**src/rtl/csr_sequencer_if.sv**
```systemverilog
// Bundles the request/response handshake and CSR file port of the CSR sequencer.
// The slave modport is the sequencer; the master modport is the requester plus CSR file.
interface csr_sequencer_if;
   logic        req_valid;
   logic        req_ready;
   logic [2:0]  req_op;
   logic [1:0]  req_sys;
   logic [11:0] req_addr;
   logic [31:0] req_rs1_val;
   logic [4:0]  req_uimm;
   logic        req_rd_zero;
   logic [31:0] req_pc;

   logic [11:0] csr_read_address;
   logic [31:0] csr_read_data;
   logic        csr_readable;
   logic        csr_writeable;
   logic        csr_write_enable;
   logic [11:0] csr_write_address;
   logic [31:0] csr_write_data;
   logic        csr_retired;
   logic        csr_traped;
   logic        csr_mret;
   logic [31:0] csr_ecp;
   logic [3:0]  csr_trap_cause;
   logic        csr_interupt;
   logic        csr_eip;
   logic        csr_sip;
   logic        csr_tip;
   logic [31:0] csr_trap_vector;
   logic [31:0] csr_mret_vector;

   logic        resp_valid;
   logic        resp_ready;
   logic [31:0] resp_rd_data;
   logic        resp_redirect;
   logic [31:0] resp_target;

   modport slave (
      input  req_valid, req_op, req_sys, req_addr, req_rs1_val, req_uimm, req_rd_zero, req_pc,
      output req_ready,
      output csr_read_address,
      input  csr_read_data, csr_readable, csr_writeable,
      output csr_write_enable, csr_write_address, csr_write_data,
      output csr_retired, csr_traped, csr_mret, csr_ecp, csr_trap_cause, csr_interupt,
      input  csr_eip, csr_sip, csr_tip, csr_trap_vector, csr_mret_vector,
      output resp_valid, resp_rd_data, resp_redirect, resp_target,
      input  resp_ready
   );

   modport master (
      output req_valid, req_op, req_sys, req_addr, req_rs1_val, req_uimm, req_rd_zero, req_pc,
      input  req_ready,
      input  csr_read_address,
      output csr_read_data, csr_readable, csr_writeable,
      input  csr_write_enable, csr_write_address, csr_write_data,
      input  csr_retired, csr_traped, csr_mret, csr_ecp, csr_trap_cause, csr_interupt,
      output csr_eip, csr_sip, csr_tip, csr_trap_vector, csr_mret_vector,
      input  resp_valid, resp_rd_data, resp_redirect, resp_target,
      output resp_ready
   );
endinterface

```
**src/rtl/csr_sequencer.sv**
```systemverilog
// Executes one SYSTEM-class op at a time: read CSR, decide outcome, commit strobes, respond.
// Pending interrupts sampled at accept take priority over the op itself.
module csr_sequencer (
   input  logic             clk,
   input  logic             reset,
   csr_sequencer_if.slave   bus
);

   typedef enum logic [1:0] {StIdle, StExec, StCommit, StResp} state_e;

   state_e      state_q, state_d;
   logic [2:0]  op_q, op_d;
   logic [1:0]  sys_q, sys_d;
   logic [11:0] addr_q, addr_d;
   logic [31:0] rs1_q, rs1_d;
   logic [4:0]  uimm_q, uimm_d;
   logic [31:0] pc_q, pc_d;
   logic        eip_q, eip_d, sip_q, sip_d, tip_q, tip_d;
   logic        trap_q, trap_d, intr_q, intr_d, mret_q, mret_d;
   logic        retire_q, retire_d, we_q, we_d, redirect_q, redirect_d;
   logic [3:0]  cause_q, cause_d;
   logic [31:0] wdata_q, wdata_d, rd_q, rd_d, target_q, target_d;

   logic [31:0] src, new_val, live_target;
   logic        attempt, commit;

   always_comb begin
      src = op_q[2] ? {27'd0, uimm_q} : rs1_q;
      case (op_q[1:0])
         2'b10:   new_val = bus.csr_read_data | src;
         2'b11:   new_val = bus.csr_read_data & ~src;
         default: new_val = src;
      endcase
      // uimm doubles as the rs1 index: set/clear with x0 never writes
      attempt     = (op_q[1:0] == 2'b01) || (uimm_q != 5'd0);
      live_target = !redirect_q ? 32'd0 : (mret_q ? bus.csr_mret_vector : bus.csr_trap_vector);
   end

   always_comb begin
      state_d = state_q;
      op_d = op_q;  sys_d = sys_q;  addr_d = addr_q;  rs1_d = rs1_q;  uimm_d = uimm_q;  pc_d = pc_q;
      eip_d = eip_q;  sip_d = sip_q;  tip_d = tip_q;
      trap_d = trap_q;  intr_d = intr_q;  mret_d = mret_q;  retire_d = retire_q;  we_d = we_q;
      redirect_d = redirect_q;  cause_d = cause_q;  wdata_d = wdata_q;  rd_d = rd_q;
      target_d = target_q;
      unique case (state_q)
         StIdle: begin
            if (bus.req_valid) begin
               op_d   = bus.req_op;    sys_d  = bus.req_sys;  addr_d = bus.req_addr;
               rs1_d  = bus.req_rs1_val; uimm_d = bus.req_uimm; pc_d  = bus.req_pc;
               eip_d  = bus.csr_eip;   sip_d  = bus.csr_sip;  tip_d  = bus.csr_tip;
               state_d = StExec;
            end
         end
         StExec: begin
            trap_d = 1'b0;  intr_d = 1'b0;  mret_d = 1'b0;  retire_d = 1'b0;  we_d = 1'b0;
            cause_d = 4'd0;  rd_d = 32'd0;  wdata_d = new_val;
            if (eip_q || sip_q || tip_q) begin
               trap_d  = 1'b1;
               intr_d  = 1'b1;
               cause_d = eip_q ? 4'd11 : (sip_q ? 4'd3 : 4'd7);
            end else if (op_q == 3'b000) begin
               unique case (sys_q)
                  2'b00: begin trap_d = 1'b1; cause_d = 4'd11; end
                  2'b01: begin trap_d = 1'b1; cause_d = 4'd3;  end
                  2'b10: begin mret_d = 1'b1; retire_d = 1'b1; end
                  2'b11: begin trap_d = 1'b1; cause_d = 4'd2;  end
                  default: ;
               endcase
            end else if ((op_q[1:0] == 2'b00) || !bus.csr_readable ||
                         (attempt && !bus.csr_writeable)) begin
               trap_d  = 1'b1;
               cause_d = 4'd2;
            end else begin
               retire_d = 1'b1;
               we_d     = attempt;
               rd_d     = bus.csr_read_data;
            end
            redirect_d = trap_d || mret_d;
            state_d    = StCommit;
         end
         StCommit: begin
            target_d = live_target;
            state_d  = bus.resp_ready ? StIdle : StResp;
         end
         StResp: begin
            if (bus.resp_ready) state_d = StIdle;
         end
         default: state_d = StIdle;
      endcase
   end

   always_ff @(posedge clk or posedge reset) begin
      if (reset) begin
         state_q <= StIdle;
         op_q <= '0;  sys_q <= '0;  addr_q <= '0;  rs1_q <= '0;  uimm_q <= '0;  pc_q <= '0;
         eip_q <= 1'b0;  sip_q <= 1'b0;  tip_q <= 1'b0;
         trap_q <= 1'b0;  intr_q <= 1'b0;  mret_q <= 1'b0;  retire_q <= 1'b0;  we_q <= 1'b0;
         redirect_q <= 1'b0;  cause_q <= '0;  wdata_q <= '0;  rd_q <= '0;  target_q <= '0;
      end else begin
         state_q <= state_d;
         op_q <= op_d;  sys_q <= sys_d;  addr_q <= addr_d;  rs1_q <= rs1_d;  uimm_q <= uimm_d;
         pc_q <= pc_d;
         eip_q <= eip_d;  sip_q <= sip_d;  tip_q <= tip_d;
         trap_q <= trap_d;  intr_q <= intr_d;  mret_q <= mret_d;  retire_q <= retire_d;
         we_q <= we_d;  redirect_q <= redirect_d;  cause_q <= cause_d;  wdata_q <= wdata_d;
         rd_q <= rd_d;  target_q <= target_d;
      end
   end

   always_comb begin
      commit                = (state_q == StCommit);
      bus.req_ready         = (state_q == StIdle);
      bus.csr_read_address  = (state_q == StExec) ? addr_q : 12'd0;
      bus.csr_write_enable  = commit && we_q;
      bus.csr_write_address = (commit && we_q) ? addr_q : 12'd0;
      bus.csr_write_data    = (commit && we_q) ? wdata_q : 32'd0;
      bus.csr_retired       = commit && retire_q;
      bus.csr_traped        = commit && trap_q;
      bus.csr_mret          = commit && mret_q;
      bus.csr_ecp           = (commit && trap_q) ? pc_q : 32'd0;
      bus.csr_trap_cause    = (commit && trap_q) ? cause_q : 4'd0;
      bus.csr_interupt      = commit && trap_q && intr_q;
      bus.resp_valid        = commit || (state_q == StResp);
      bus.resp_rd_data      = bus.resp_valid ? rd_q : 32'd0;
      bus.resp_redirect     = bus.resp_valid && redirect_q;
      // Vector is sampled live in COMMIT and held from target_q afterwards
      bus.resp_target       = commit ? live_target : ((state_q == StResp) ? target_q : 32'd0);
   end

endmodule

```
**src/flat_wrapper.sv**
```systemverilog
// flat-port wrapper written by rule: the top's interface ports become plain ports
module csr_sequencer_flat 
  (clk, reset, bus_req_valid, bus_req_op, bus_req_sys, bus_req_addr, bus_req_rs1_val, bus_req_uimm, bus_req_rd_zero, bus_req_pc, bus_req_ready, bus_csr_read_address, bus_csr_read_data, bus_csr_readable, bus_csr_writeable, bus_csr_write_enable, bus_csr_write_address, bus_csr_write_data, bus_csr_retired, bus_csr_traped, bus_csr_mret, bus_csr_ecp, bus_csr_trap_cause, bus_csr_interupt, bus_csr_eip, bus_csr_sip, bus_csr_tip, bus_csr_trap_vector, bus_csr_mret_vector, bus_resp_valid, bus_resp_rd_data, bus_resp_redirect, bus_resp_target, bus_resp_ready);
  csr_sequencer_if bus_i ();
  input  logic clk;
  input  logic reset;
  input wire logic [$bits(bus_i.req_valid)-1:0] bus_req_valid;
  input wire logic [$bits(bus_i.req_op)-1:0] bus_req_op;
  input wire logic [$bits(bus_i.req_sys)-1:0] bus_req_sys;
  input wire logic [$bits(bus_i.req_addr)-1:0] bus_req_addr;
  input wire logic [$bits(bus_i.req_rs1_val)-1:0] bus_req_rs1_val;
  input wire logic [$bits(bus_i.req_uimm)-1:0] bus_req_uimm;
  input wire logic [$bits(bus_i.req_rd_zero)-1:0] bus_req_rd_zero;
  input wire logic [$bits(bus_i.req_pc)-1:0] bus_req_pc;
  output wire logic [$bits(bus_i.req_ready)-1:0] bus_req_ready;
  output wire logic [$bits(bus_i.csr_read_address)-1:0] bus_csr_read_address;
  input wire logic [$bits(bus_i.csr_read_data)-1:0] bus_csr_read_data;
  input wire logic [$bits(bus_i.csr_readable)-1:0] bus_csr_readable;
  input wire logic [$bits(bus_i.csr_writeable)-1:0] bus_csr_writeable;
  output wire logic [$bits(bus_i.csr_write_enable)-1:0] bus_csr_write_enable;
  output wire logic [$bits(bus_i.csr_write_address)-1:0] bus_csr_write_address;
  output wire logic [$bits(bus_i.csr_write_data)-1:0] bus_csr_write_data;
  output wire logic [$bits(bus_i.csr_retired)-1:0] bus_csr_retired;
  output wire logic [$bits(bus_i.csr_traped)-1:0] bus_csr_traped;
  output wire logic [$bits(bus_i.csr_mret)-1:0] bus_csr_mret;
  output wire logic [$bits(bus_i.csr_ecp)-1:0] bus_csr_ecp;
  output wire logic [$bits(bus_i.csr_trap_cause)-1:0] bus_csr_trap_cause;
  output wire logic [$bits(bus_i.csr_interupt)-1:0] bus_csr_interupt;
  input wire logic [$bits(bus_i.csr_eip)-1:0] bus_csr_eip;
  input wire logic [$bits(bus_i.csr_sip)-1:0] bus_csr_sip;
  input wire logic [$bits(bus_i.csr_tip)-1:0] bus_csr_tip;
  input wire logic [$bits(bus_i.csr_trap_vector)-1:0] bus_csr_trap_vector;
  input wire logic [$bits(bus_i.csr_mret_vector)-1:0] bus_csr_mret_vector;
  output wire logic [$bits(bus_i.resp_valid)-1:0] bus_resp_valid;
  output wire logic [$bits(bus_i.resp_rd_data)-1:0] bus_resp_rd_data;
  output wire logic [$bits(bus_i.resp_redirect)-1:0] bus_resp_redirect;
  output wire logic [$bits(bus_i.resp_target)-1:0] bus_resp_target;
  input wire logic [$bits(bus_i.resp_ready)-1:0] bus_resp_ready;
  assign bus_i.req_valid = bus_req_valid;
  assign bus_i.req_op = bus_req_op;
  assign bus_i.req_sys = bus_req_sys;
  assign bus_i.req_addr = bus_req_addr;
  assign bus_i.req_rs1_val = bus_req_rs1_val;
  assign bus_i.req_uimm = bus_req_uimm;
  assign bus_i.req_rd_zero = bus_req_rd_zero;
  assign bus_i.req_pc = bus_req_pc;
  assign bus_req_ready = bus_i.req_ready;
  assign bus_csr_read_address = bus_i.csr_read_address;
  assign bus_i.csr_read_data = bus_csr_read_data;
  assign bus_i.csr_readable = bus_csr_readable;
  assign bus_i.csr_writeable = bus_csr_writeable;
  assign bus_csr_write_enable = bus_i.csr_write_enable;
  assign bus_csr_write_address = bus_i.csr_write_address;
  assign bus_csr_write_data = bus_i.csr_write_data;
  assign bus_csr_retired = bus_i.csr_retired;
  assign bus_csr_traped = bus_i.csr_traped;
  assign bus_csr_mret = bus_i.csr_mret;
  assign bus_csr_ecp = bus_i.csr_ecp;
  assign bus_csr_trap_cause = bus_i.csr_trap_cause;
  assign bus_csr_interupt = bus_i.csr_interupt;
  assign bus_i.csr_eip = bus_csr_eip;
  assign bus_i.csr_sip = bus_csr_sip;
  assign bus_i.csr_tip = bus_csr_tip;
  assign bus_i.csr_trap_vector = bus_csr_trap_vector;
  assign bus_i.csr_mret_vector = bus_csr_mret_vector;
  assign bus_resp_valid = bus_i.resp_valid;
  assign bus_resp_rd_data = bus_i.resp_rd_data;
  assign bus_resp_redirect = bus_i.resp_redirect;
  assign bus_resp_target = bus_i.resp_target;
  assign bus_i.resp_ready = bus_resp_ready;
  csr_sequencer u_core (.clk(clk), .reset(reset), .bus(bus_i));
endmodule
```
**config.mk**
```make
export PLATFORM = sky130hd
export DESIGN_NAME = csr_sequencer_flat
export DESIGN_NICKNAME = d
export VERILOG_FILES = /design/src/rtl/csr_sequencer_if.sv /design/src/rtl/csr_sequencer.sv /design/src/flat_wrapper.sv
export SDC_FILE = /design/constraint.sdc
export NUM_CORES = 1
export LEC_CHECK = 0
export ABC_AREA = 1
export CELL_PAD_IN_SITES_DETAIL_PLACEMENT = 1
export CELL_PAD_IN_SITES_GLOBAL_PLACEMENT = 2
export CORE_ASPECT_RATIO = 1.25
export CORE_MARGIN = 5
export CORE_UTILIZATION = 22
export CTS_CLUSTER_DIAMETER = 150
export DETAILED_ROUTE_END_ITERATION = 16
export PLACE_DENSITY = 0.81
export SLEW_MARGIN = 10
export SYNTH_ARGS = -nofsm -noshare
export SYNTH_HDL_FRONTEND = slang
export SYNTH_SLANG_ARGS = --single-unit
```
**constraint.sdc**
```tcl
create_clock -name clk -period 6.2 [get_ports clk]
set_input_delay 0.62 -clock clk [delete_from_list [all_inputs] [get_ports clk]]
set_output_delay 0.62 -clock clk [all_outputs]
set_load 0.05 [all_outputs]
```
# Word level (Yosys, flattened, before mapping)
# Index checks and enable logic that the tools add are counted.
[totals]
out_inout_bits = 164
wordCells = 99
inputBits = 192
reg_bits = 197
[classes]
n_eq_ne = 11
reduce_logical = 24
bitwise = 3
mux = 41
[ops]
columns = ["cell", "n"]
rows = [
  ["two-way mux 32 bit", 11],
  ["one-hot mux 32 bit (2 select lines)", 1],
  ["AND 32 bit", 1],
  ["NOT 32 bit", 1],
  ["OR 32 bit", 1],
  ["two-way mux 12 bit", 2],
  ["two-way mux 1 bit", 16],
  ["two-way mux 4 bit", 4],
  ["== test 2 bit, second input constant", 6],
  ["one-hot mux 4 bit (3 select lines)", 1],
  ["two-way mux 2 bit", 4],
  ["one-hot mux 2 bit (4 select lines)", 1],
  ["logical AND 1 bit", 7],
  ["logical OR 1 bit", 7],
  ["== test 2 x 1 -> 1 bit, second input constant", 3],
  ["zero test 2 bit", 3],
  ["nonzero test 5 bit", 1],
  ["!= test 2 bit, second input constant", 2],
  ["AND reduction 2 bit", 2],
  ["zero test 3 bit", 1],
  ["two-way mux 3 bit", 1],
  ["OR reduction 3 bit", 1],
  ["zero test 1 bit", 2],
]

# Depth between registers and ports, before layout
# Gate-level depths: netlist of the first run.
[logic_depth]
ltp_word = 9
mapped_depth = 9
depth_no_buf = 8

# Worst setup path before layout of the first run
# Ideal clock, no wire load.
[synth_timing]
kind = "register to output"
start = "register u_core.state_q[1]"
end = "output port bus_csr_write_address[0]"
arrival_time_ns = 2.148
t_required_ns = 5.580
stages_incl_launch_ff = 9
path_slack_ns = 3.432
path_cell_list = "dfrtp_1 -> buf_4 -> inv_4 -> nor2_4 -> inv_1 -> nor2_2 -> inv_2 -> buf_2 -> nor2_1"
[synth_via]
elab_chain_cells = 3
[synth_rtl]
columns = ["item", "line", "source"]
rows = [
  ["from (decl)", "csr_sequencer.sv:11", "state_e state_q, state_d;"],
  ["from (signal assigned)", "csr_sequencer.sv:95", "state_q <= StIdle;"],
  ["from (signal assigned)", "csr_sequencer.sv:101", "state_q <= state_d;"],
  ["== test 2 bit", "csr_sequencer.sv:112", "commit = (state_q == StCommit);"],
  ["logical AND 1 bit", "-", ""],
  ["named net bus_csr_write_enable", "flat_wrapper.sv:20", "output wire logic [$bits(bus_i.csr_write_enable)-1:0] bus_csr_write_enable;"],
  ["two-way mux 12 bit", "csr_sequencer.sv:116", "bus.csr_write_address = (commit && we_q) ? addr_q : 12'd0;"],
  ["to (decl)", "flat_wrapper.sv:21", "output wire logic [$bits(bus_i.csr_write_address)-1:0] bus_csr_write_address;"],
]
# The timed path passes the listed nets, and every way through them passes these cells.

# Final worst setup path of the first run
[layout_timing]
start = "register u_core.mret_q"
end = "output port bus_resp_target[0]"
[layout_via]
elab_chain_cells = 3
[layout_rtl]
columns = ["item", "line", "source"]
rows = [
  ["from (decl)", "csr_sequencer.sv:19", "logic trap_q, trap_d, intr_q, intr_d, mret_q, mret_d;"],
  ["from (signal assigned)", "csr_sequencer.sv:105", "trap_q <= trap_d; intr_q <= intr_d; mret_q <= mret_d; retire_q <= retire_d;"],
  ["two-way mux 32 bit (2 in a row)", "csr_sequencer.sv:36", "live_target = !redirect_q ? 32'd0 : (mret_q ? bus.csr_mret_vector : bus.csr_trap_vector);"],
  ["two-way mux 32 bit", "csr_sequencer.sv:128", "bus.resp_target = commit ? live_target : ((state_q == StResp) ? target_q : 32'd0);"],
  ["to (decl)", "flat_wrapper.sv:37", "output wire logic [$bits(bus_i.resp_target)-1:0] bus_resp_target;"],
]
# Every way passes these cells.

==> results.toml, run 1 <==
[power]
finalPower_mw = 6.40
powerDensity_nw_per_um2 = 453
ir_drop_v = 0.000205
leakagePower_nw = 6.58

[logic_synthesis]
ys_top_cells_by_count = "nand2_1 (304), nor2_1 (215), dfrtp_1 (197)"
yosysMostFrequentCell = "nand2_1"
ys_seq_area_share_pct = 51.8
synthTopCellsByArea = "dfrtp_1 (52%), nand2_1 (12%), nor2_1 (8.5%)"
mappedNetlistArea_um2 = 9520
syn_avg_cell_area_um2 = 7.52
ys_seq_elements = 197
ys_warn_count = 0
yosysTopAreaCellShare_pct = 51.8
yosysTopAreaCell = "dfrtp_1"
synth.net_count = 1458
async_flop_share_pct = 100
synthFlopType = "dfrtp_1"
synth_cell_types = 27
synth_edf_count = 0
syn_inst = 1266

[floorplan]
core_region_area_um2 = 43000
die_h_um = 243
initial_core_util_pct = 22.2
ios = 356
num_rows = 85
die_area_um2 = 47600
die_w_um = 196

[drt]
drcViolationCount = 0
ant_nets = 0
vias = 9071
post_drt_wl_per_cell_um = 17.1
finalWirelength_um = 36700
first_iter_violations = 321
first_pass_iters = 4
routed_via_density = 4.22

[critical_path]
regToRegSetupSlack_ps = 3040
crit_required_ps = 5580
critPathArrivalTime_ps = 4240
r2r-end = "u_core.target_q[0]"
cp_max_fo = 34
endpoint_kind = "output port"
worstSetupPathType = "register to output port"
setup.worst_path.start_class = "register"
worstRegToRegCells = 5
rr_startpoint = "u_core.mret_q"

[worst_hold_path]
hold_depth = 2
holdCritStartpoint = "u_core.rd_q[3]"
min_to = "u_core.rd_q[3]"
hp-class = "register to register"

[flow_run]
cap_violations = 0

[global_routing]
grt_start_max_net_pins = 169
grt_first_pass_wirelength_um = 56900
grt-ovfl-total = 0
track_usage_pct = 15.3
grt_pass1_vias = 9758
antenna_found_initial = 2

[cells_and_area]
fin_area_um2 = 14100
multi_input_comb_area_um2 = 3520
stdcell_count = 2152
n_fill_cell = 5192
fin_util_pct = 32.9
drive_gt1_share_pct = 3.97
seqCellArea_um2 = 4930
syn_to_final_growth_pct = 48.3
nets = 1764

[clock_network]
post_cts_resized = 0
cts_buffer_depth = 2
path_clk_slew_ps = 70
clk_latency_ps = 460
postCtsHoldBufs = 0
cts_setup_buffers = 0
cts.htree.levels = 4
cts_made_buffers = 17
clock_sinks = 197
cts_root_buf = "clkbuf_16"
cts_tree = "built"

[placed_design]
gp_congestion = 0.754
dp_hpwl_um = 25800
io_buffer_count = 354
dp.cells = 2118
place_area_um2 = 13500

[sta]
fin_crit_sh_pct = 78.4
tightestPinTransition_ps = 1190
slew_headroom_pct = 20.5
slew_viol_final = 0
final.min_clock_period_ps = 4860
fin_setup_tns_ps = 0
rsz0062_at_grt = "no"
fmax_ghz = 0.206
setup_viol_count_final = 0
fin_worst_skew_ps = 14.0
hold_viol_final = 0

[run_status]
status = "finished clean"
## worst max path at each step
stage | to | depth (start not counted) | start
6_report | bus_resp_target[0] | 6 | u_core.mret_q
5_1_grt | bus_resp_target[26] | 6 | u_core.mret_q
4_1_cts | bus_resp_target[0] | 6 | u_core.mret_q
2_1_floorplan | u_core.addr_q[0] | 1 | reset
3_3_place_gp | bus_resp_target[0] | 6 | u_core.mret_q
3_5_place_dp | bus_resp_target[0] | 6 | u_core.mret_q
## layout make-up
| type | instances | share of cell area, % |
|---|---|---|
| Antenna cell | 2 | 0.0355 |
| Clock buffer | 18 | 3.11 |
| Clock inverter | 14 | 1.22 |
| Inverter | 191 | 5.15 |
| Multi-Input combinational cell | 801 | 24.9 |
| Sequential cell | 197 | 34.9 |
| Tap cell | 565 | 5.01 |
| Timing Repair Buffer | 364 | 25.6 |
## placed cells by master (no fill, tap or decap), types with 2 or more instances in the layout
master           netlist  final
clkdlybuf4s50_1        0    354
nand2_1              304    304
nor2_1               215    214
dfrtp_1              197    196
inv_1                186    185
a21oi_1              110    110
o21ai_0               85     85
o21ai_1               29     29
o22ai_1               29     29
clkbuf_16              0     17
buf_4                  2     10
nand3_1                7      7
mux2_2                 6      6
mux2_1                 5      5
inv_6                  0      4
nor2_2                 2      3
inv_2                  3      3
bufinv_16              0      3
clkinv_2               0      3
diode_2                0      2
or2_2                  2      2
clkinv_4               0      2
clkinvlp_4             0      2
## state kept, by name, summed over array words and instances, names as in the netlist, 2 cells and up
signal           count
u_core.state_q       2
u_core.addr_q       12
u_core.rd_q         32
u_core.wdata_q      32
u_core.op_q          3
u_core.uimm_q        5
u_core.target_q     32
u_core.pc_q         32
u_core.cause_q       4
u_core.rs1_q        32
u_core.sys_q         2
## kinds of logic after synthesis
group | after synthesis | synth area share, %
AO/OA/AOI/OAI | 256 | 13.9
buffers and inverters | 268 | 11.5
flip-flops | 197 | 51.8
multiplexers | 11 | 1.30
AND/OR/NAND/NOR | 534 | 21.6
## worst max-delay path: stages (launching register included)
cell and delay [ps]:
dfrtp_1 1130, clkinv_1 1300, nand2_1 280, nand2_1 110, nand2_1 90, o21ai_0 80, clkdlybuf4s50_1 780
## power breakdown
group / switching (mW) / internal, mW / total (mW)
registers: 0.212 / 1.80 / 2.01
logic: 2.20 / 0.995 / 3.19
clock network: 0.546 / 0.651 / 1.20
total: 2.96 / 3.45 / 6.40
## through the flow
stage / setup slack, ps / hold WS, ps
6_report: 1340 / 490
2_1_floorplan: 211 / 453
5_1_grt: 898 / 522
3_5_place_dp: 1700 / 478
4_1_cts: 1170 / 497
3_3_place_gp: 1720 / 466
## layer usage
layer  track usage, %  vias up  share of wire, %
met5                0        -                 0
met3             3.52       32               4.6
met4             5.28        0               2.4
met2             27.0      182                51
met1             18.2     4376                42
li1                 -     4481                 -
(Power assumes the default switching activity.)
==> run 2, diff against run 1 <==
clock period = 4.3 ns   (was 6.2 ns; I/O delays follow)
==> run 2 against run 1 <==
Effect of this change:
- total power grew 42%
- first-iteration DRC count grew 16%
- sequential power grew 41%
- final cell count grew 0.33%
- worst hold slack is essentially flat
- global-route usage shrank 0.064 points
- critical path depth grew 1
- core utilization shrank 0.17 points
- critical path type unchanged
- critical endpoint is now bus_resp_target[24]
==> results.toml, run 2 (synthesis gave the netlist of run 1 again) <==
[sta]
slew_viol_final = 0
setup_slack_ps = 473
setup_viol_count_final = 0
fin_setup_tns_ps = 0
final.min_clock_period_ps = 3830
fmax_ghz = 0.261
tightestPinTransition_ps = 1170
rsz0062_at_grt = "no"
fin_crit_sh_pct = 89.0
hold_viol_final = 0
slew_headroom_pct = 22.0
fin_worst_skew_ps = 16.2

[power]
ir_drop_v = 0.000311
powerDensity_nw_per_um2 = 647
leakagePower_nw = 6.68

[clock_network]
cts_setup_buffers = 0
cts_buffer_depth = 2
post_cts_resized = 0
path_clk_slew_ps = 80
clock_sinks = 197
cts_tree = "built"
cts_root_buf = "clkbuf_16"
clk_latency_ps = 450
postCtsHoldBufs = 0
cts.htree.levels = 4
cts_made_buffers = 17

[cells_and_area]
syn_to_final_growth_pct = 47.5
seqCellArea_um2 = 4930
nets = 1770
drive_gt1_share_pct = 7.04
stdcell_count = 2159
n_fill_cell = 5177
multi_input_comb_area_um2 = 3520
final_common_cell = "clkdlybuf4s50_1"
final_cell_mix = "clkdlybuf4s50_1 (311), nand2_1 (304), nor2_1 (214), dfrtp_1 (196), inv_1 (185)"

[global_routing]
antenna_found_initial = 5
grt_start_max_net_pins = 169
grt-ovfl-total = 0
track_usage_pct = 15.2
grt_first_pass_wirelength_um = 57100
grt_pass1_vias = 9893

[critical_path]
crit_required_ps = 3870
worstRegToRegCells = 5
cp_slowest_stage_delay_ps = 950
worstSetupPathType = "register to output port"
critPathArrivalTime_ps = 3400
cp_max_fo = 34
crit_slowest_cell = "clkinv_1"
endpoint_kind = "output port"
rr_startpoint = "u_core.state_q[0]"
setup.worst_path.start_class = "register"
cp-startpoint = "u_core.mret_q"
crit_chain = "buf_4 -> clkinv_1 -> nand2_1 -> nand2_1 -> nand2_1 -> o21ai_0 -> clkdlybuf4s50_1"
crit_end = "bus_resp_target[24]"
regToRegSetupSlack_ps = 1790
r2r-end = "u_core.wdata_q[21]"
critPathMostFrequentCell = "nand2_1"

[drt]
finalWirelength_um = 36500
routed_via_density = 4.27
vias = 9218
drcViolationCount = 0
ant_nets = 0
first_iter_violations = 372
first_pass_iters = 4
post_drt_wl_per_cell_um = 16.9

[placed_design]
dp.cells = 2124
gp_congestion = 0.742
dp_hpwl_um = 26100
place_ws_ps = 838
io_buffer_count = 354

[floorplan]
core_region_area_um2 = 43000
die_area_um2 = 47600
num_rows = 85
initial_core_util_pct = 22.2
die_w_um = 196
die_h_um = 243
ios = 356

[worst_hold_path]
hold_depth = 2
hp-class = "register to register"

[flow_run]
cap_violations = 0

[run_status]
status = "finished clean"
[run 2: cell types whose count changed in the layout (fill, tap and decap cells not counted), sizes merged]
| cell | change |
|---|---|
| buf | +49 |
| clkdlybuf4s50 | -43 |
| bufinv | -3 |
| clkbuf | +2 |
| clkinv | -2 |
| inv | +2 |
| clkinvlp | +1 |
| diode | +1 |
[run 2: cell type report]
type,instances,share of cell area (%)
Tap cell,565,5.03
Multi-Input combinational cell,801,25.0
Antenna cell,3,0.0535
Clock inverter,12,0.775
Clock buffer,20,3.32
Timing Repair Buffer,370,25.5
Inverter,191,5.15
Sequential cell,197,35.1
[run 2: power breakdown]
group	leakage (nW)	switching [mW]	internal (mW)
registers	2.37	0.242	2.60
clock network	0.281	0.808	0.811
logic	4.03	3.22	1.41
total	6.68	4.27	4.82
[run 2: through the flow]
step / util (%) / total power [mW] / cell area (µm²) / hold slack, ps
6_report: 32.7 / 9.09 / 14000 / 490
5_1_grt: 32.7 / 9.79 / 14000 / 518
4_1_cts: 32.7 / 9.29 / 14000 / 495
3_5_place_dp: 31.3 / 7.60 / 13500 / 475
3_3_place_gp: 31.3 / 7.46 / 13500 / 465
2_1_floorplan: - / 6.05 / 9530 / 453
[run 2: per-layer routing]
layer | track usage (%) | vias up | share of wire [%] | routed length (µm)
li1 | - | 4498 | - | -
met1 | 18.2 | 4492 | 41 | 15000
met2 | 26.8 | 188 | 52 | 19000
met3 | 3.72 | 36 | 4.9 | 1780
met4 | 4.85 | 4 | 1.7 | 638
met5 | 0 | - | 0.058 | 21
[run 2: worst min path at each step]
stage / start / to / slack, ps
6_report: u_core.rd_q[26] / u_core.rd_q[26] / 490
4_1_cts: u_core.rd_q[26] / u_core.rd_q[26] / 500
3_5_place_dp: u_core.rd_q[26] / u_core.rd_q[26] / 480
5_1_grt: u_core.rd_q[26] / u_core.rd_q[26] / 520
2_1_floorplan: u_core.cause_q[3] / u_core.cause_q[3] / 450
3_3_place_gp: u_core.rd_q[28] / u_core.rd_q[28] / 470
[run 2: critical path, delay by kind of cell, from the launching register on]
| kind | cells | cell delay, ps |
|---|---|---|
| buffers and inverters | 3 | 2040 |
| and+or+nand+nor | 3 | 450 |
| DFF | 1 | 330 |
| AOI/OAI and AO/OA | 1 | 100 |
==> run 3, diff against run 2 <==
CORE_UTILIZATION = 24   (was 22)
PLACE_DENSITY = 0.83   (was 0.81)
clock period = 4.2 ns   (was 4.3 ns; I/O delays follow)
==> run 3 against run 2 <==
Effect of this change:
- setup slack worse by 160 ps
- final area shrank 0.36%
- via count is 0.18% higher
- clock-buffer cell count shrank 2
- core utilization up 3.0 points
- combinational power rose by 3%
- sequential power up 4%
- critical path depth unchanged
==> results.toml, run 3 (synthesis gave the netlist of run 1 again) <==
[sta]
fin_crit_sh_pct = 92.5
final.min_clock_period_ps = 3890
slew_headroom_pct = 23.8
setup_viol_count_final = 0
setup_slack_ps = 315
tightestPinTransition_ps = 1140
fmax_ghz = 0.257
fin_worst_skew_ps = 10.9
hold_viol_final = 0
rsz0062_at_grt = "no"
slew_viol_final = 0
fin_setup_tns_ps = 0

[clock_network]
clock_sinks = 197
path_clk_slew_ps = 70
postCtsHoldBufs = 0
post_cts_resized = 0
clk_latency_ps = 450
cts_tree = "built"
cts_setup_buffers = 0
cts.htree.levels = 4
cts_buffer_depth = 2
cts_made_buffers = 17
cts_root_buf = "clkbuf_16"

[power]
powerDensity_nw_per_um2 = 678
p_comb_share_pct = 50.5
clkPwrFrac_pct = 18.6
ir_drop_v = 0.000361
power.internal_mw = 5.08
power.net_switching_mw = 4.41
finalPower_mw = 9.49
power_frac_seq_pct = 31.0
leakagePower_nw = 6.71
swShare_pct = 46.5

[floorplan]
ios = 356
initial_core_util_pct = 24.3
die_h_um = 233
die_area_um2 = 43800
num_rows = 81
core_region_area_um2 = 39200
die_w_um = 188

[placed_design]
dp_hpwl_um = 26500
dp.cells = 2058
io_buffer_count = 354
place_ws_ps = 706
gp_congestion = 0.795

[global_routing]
grt_first_pass_wirelength_um = 57400
antenna_found_initial = 3
grt_pass1_vias = 9927
grt-ovfl-total = 0
track_usage_pct = 16.8
grt_start_max_net_pins = 169

[drt]
ant_nets = 0
vias = 9235
first_iter_violations = 398
finalWirelength_um = 37500
post_drt_wl_per_cell_um = 17.9
first_pass_iters = 4
routed_via_density = 4.42
drcViolationCount = 0

[critical_path]
crit_required_ps = 3780
cp_max_fo = 34
critPathMostFrequentCell = "nand2_1"
critPathArrivalTime_ps = 3470
crit_chain = "buf_4 -> clkinv_1 -> nand2_1 -> nand2_1 -> nand2_1 -> o21ai_0 -> clkdlybuf4s50_1"
cp_slowest_stage_delay_ps = 990
endpoint_kind = "output port"
setup.worst_path.start_class = "register"
worstSetupPathType = "register to output port"
crit_slowest_cell = "clkinv_1"
cp_num_buf_inv = 3
cp_top_family = "buffers and inverters"

[worst_hold_path]
hp-class = "input port to async pin"

[cells_and_area]
final_common_cell = "clkdlybuf4s50_1"
nets = 1771
stdcell_count = 2091
drive_gt1_share_pct = 7.17
syn_to_final_growth_pct = 47.0
final_cell_mix = "clkdlybuf4s50_1 (309), nand2_1 (304), nor2_1 (214), dfrtp_1 (196), inv_1 (185)"
fin_util_pct = 35.7

[run_status]
status = "finished clean"

[flow_run]
cap_violations = 0
[run 3: metal layers]
| metal | track usage, % | part of all wire (%) | vias up |
|---|---|---|---|
| li1 | - | - | 4507 |
| met1 | 20.1 | 42 | 4467 |
| met2 | 29.2 | 50 | 204 |
| met3 | 4.44 | 5.2 | 55 |
| met4 | 6.06 | 3.0 | 2 |
| met5 | 0 | 0.053 | - |
[run 3: worst register-to-register path: cells and delay by family, from the launching register on]
family | cells | cell delay (ps)
and+or+nand+nor | 2 | 490
buffers and inverters | 3 | 1410
DFF | 1 | 500
AOI/OAI and AO/OA | 1 | 160
[run 3: final timing paths]
kind	startpoint	end	slack, ps	cells past startpoint
max	u_core.mret_q	bus_resp_target[20]	310	7
min	reset	u_core.rd_q[13]	470	2
max reg2reg	u_core.state_q[0]	u_core.wdata_q[14]	1560	6
min reg2reg	u_core.rd_q[29]	u_core.rd_q[29]	480	2
max in group asynchronous	reset	u_core.state_q[1]	2710	3
min in group clk	u_core.rd_q[29]	u_core.rd_q[29]	480	2
[run 3: final cells by class]
class | instances | area, µm²
diodes | 2 | 5.00
clock buffers | 18 | 439
clock inverters | 13 | 170
fillers | 4746 | 25200
inverters | 191 | 723
multi-input cells | 801 | 3520
flip-flops and latches | 197 | 4930
well taps | 498 | 623
repair buffers | 371 | 3580
[run 3: through the flow]
step / cell area, µm² / hold WS, ps
2_1_floorplan: 9530 / 453
3_3_place_gp: 13400 / 468
3_5_place_dp: 13400 / 476
6_report: 14000 / 474
5_1_grt: 14000 / 510
4_1_cts: 14000 / 478
[run 3: power by group through the flow]
stage / Combinational, mW / Clock [mW] / Sequential [mW]
finish: 4.79 / 1.76 / 2.94
detailed placement: 4.85 / 0 / 2.98
floorplan: 3.33 / 0 / 2.87
global route: 5.25 / 1.89 / 3.02
CTS: 4.87 / 1.83 / 2.95
global placement: 4.74 / 0 / 2.94
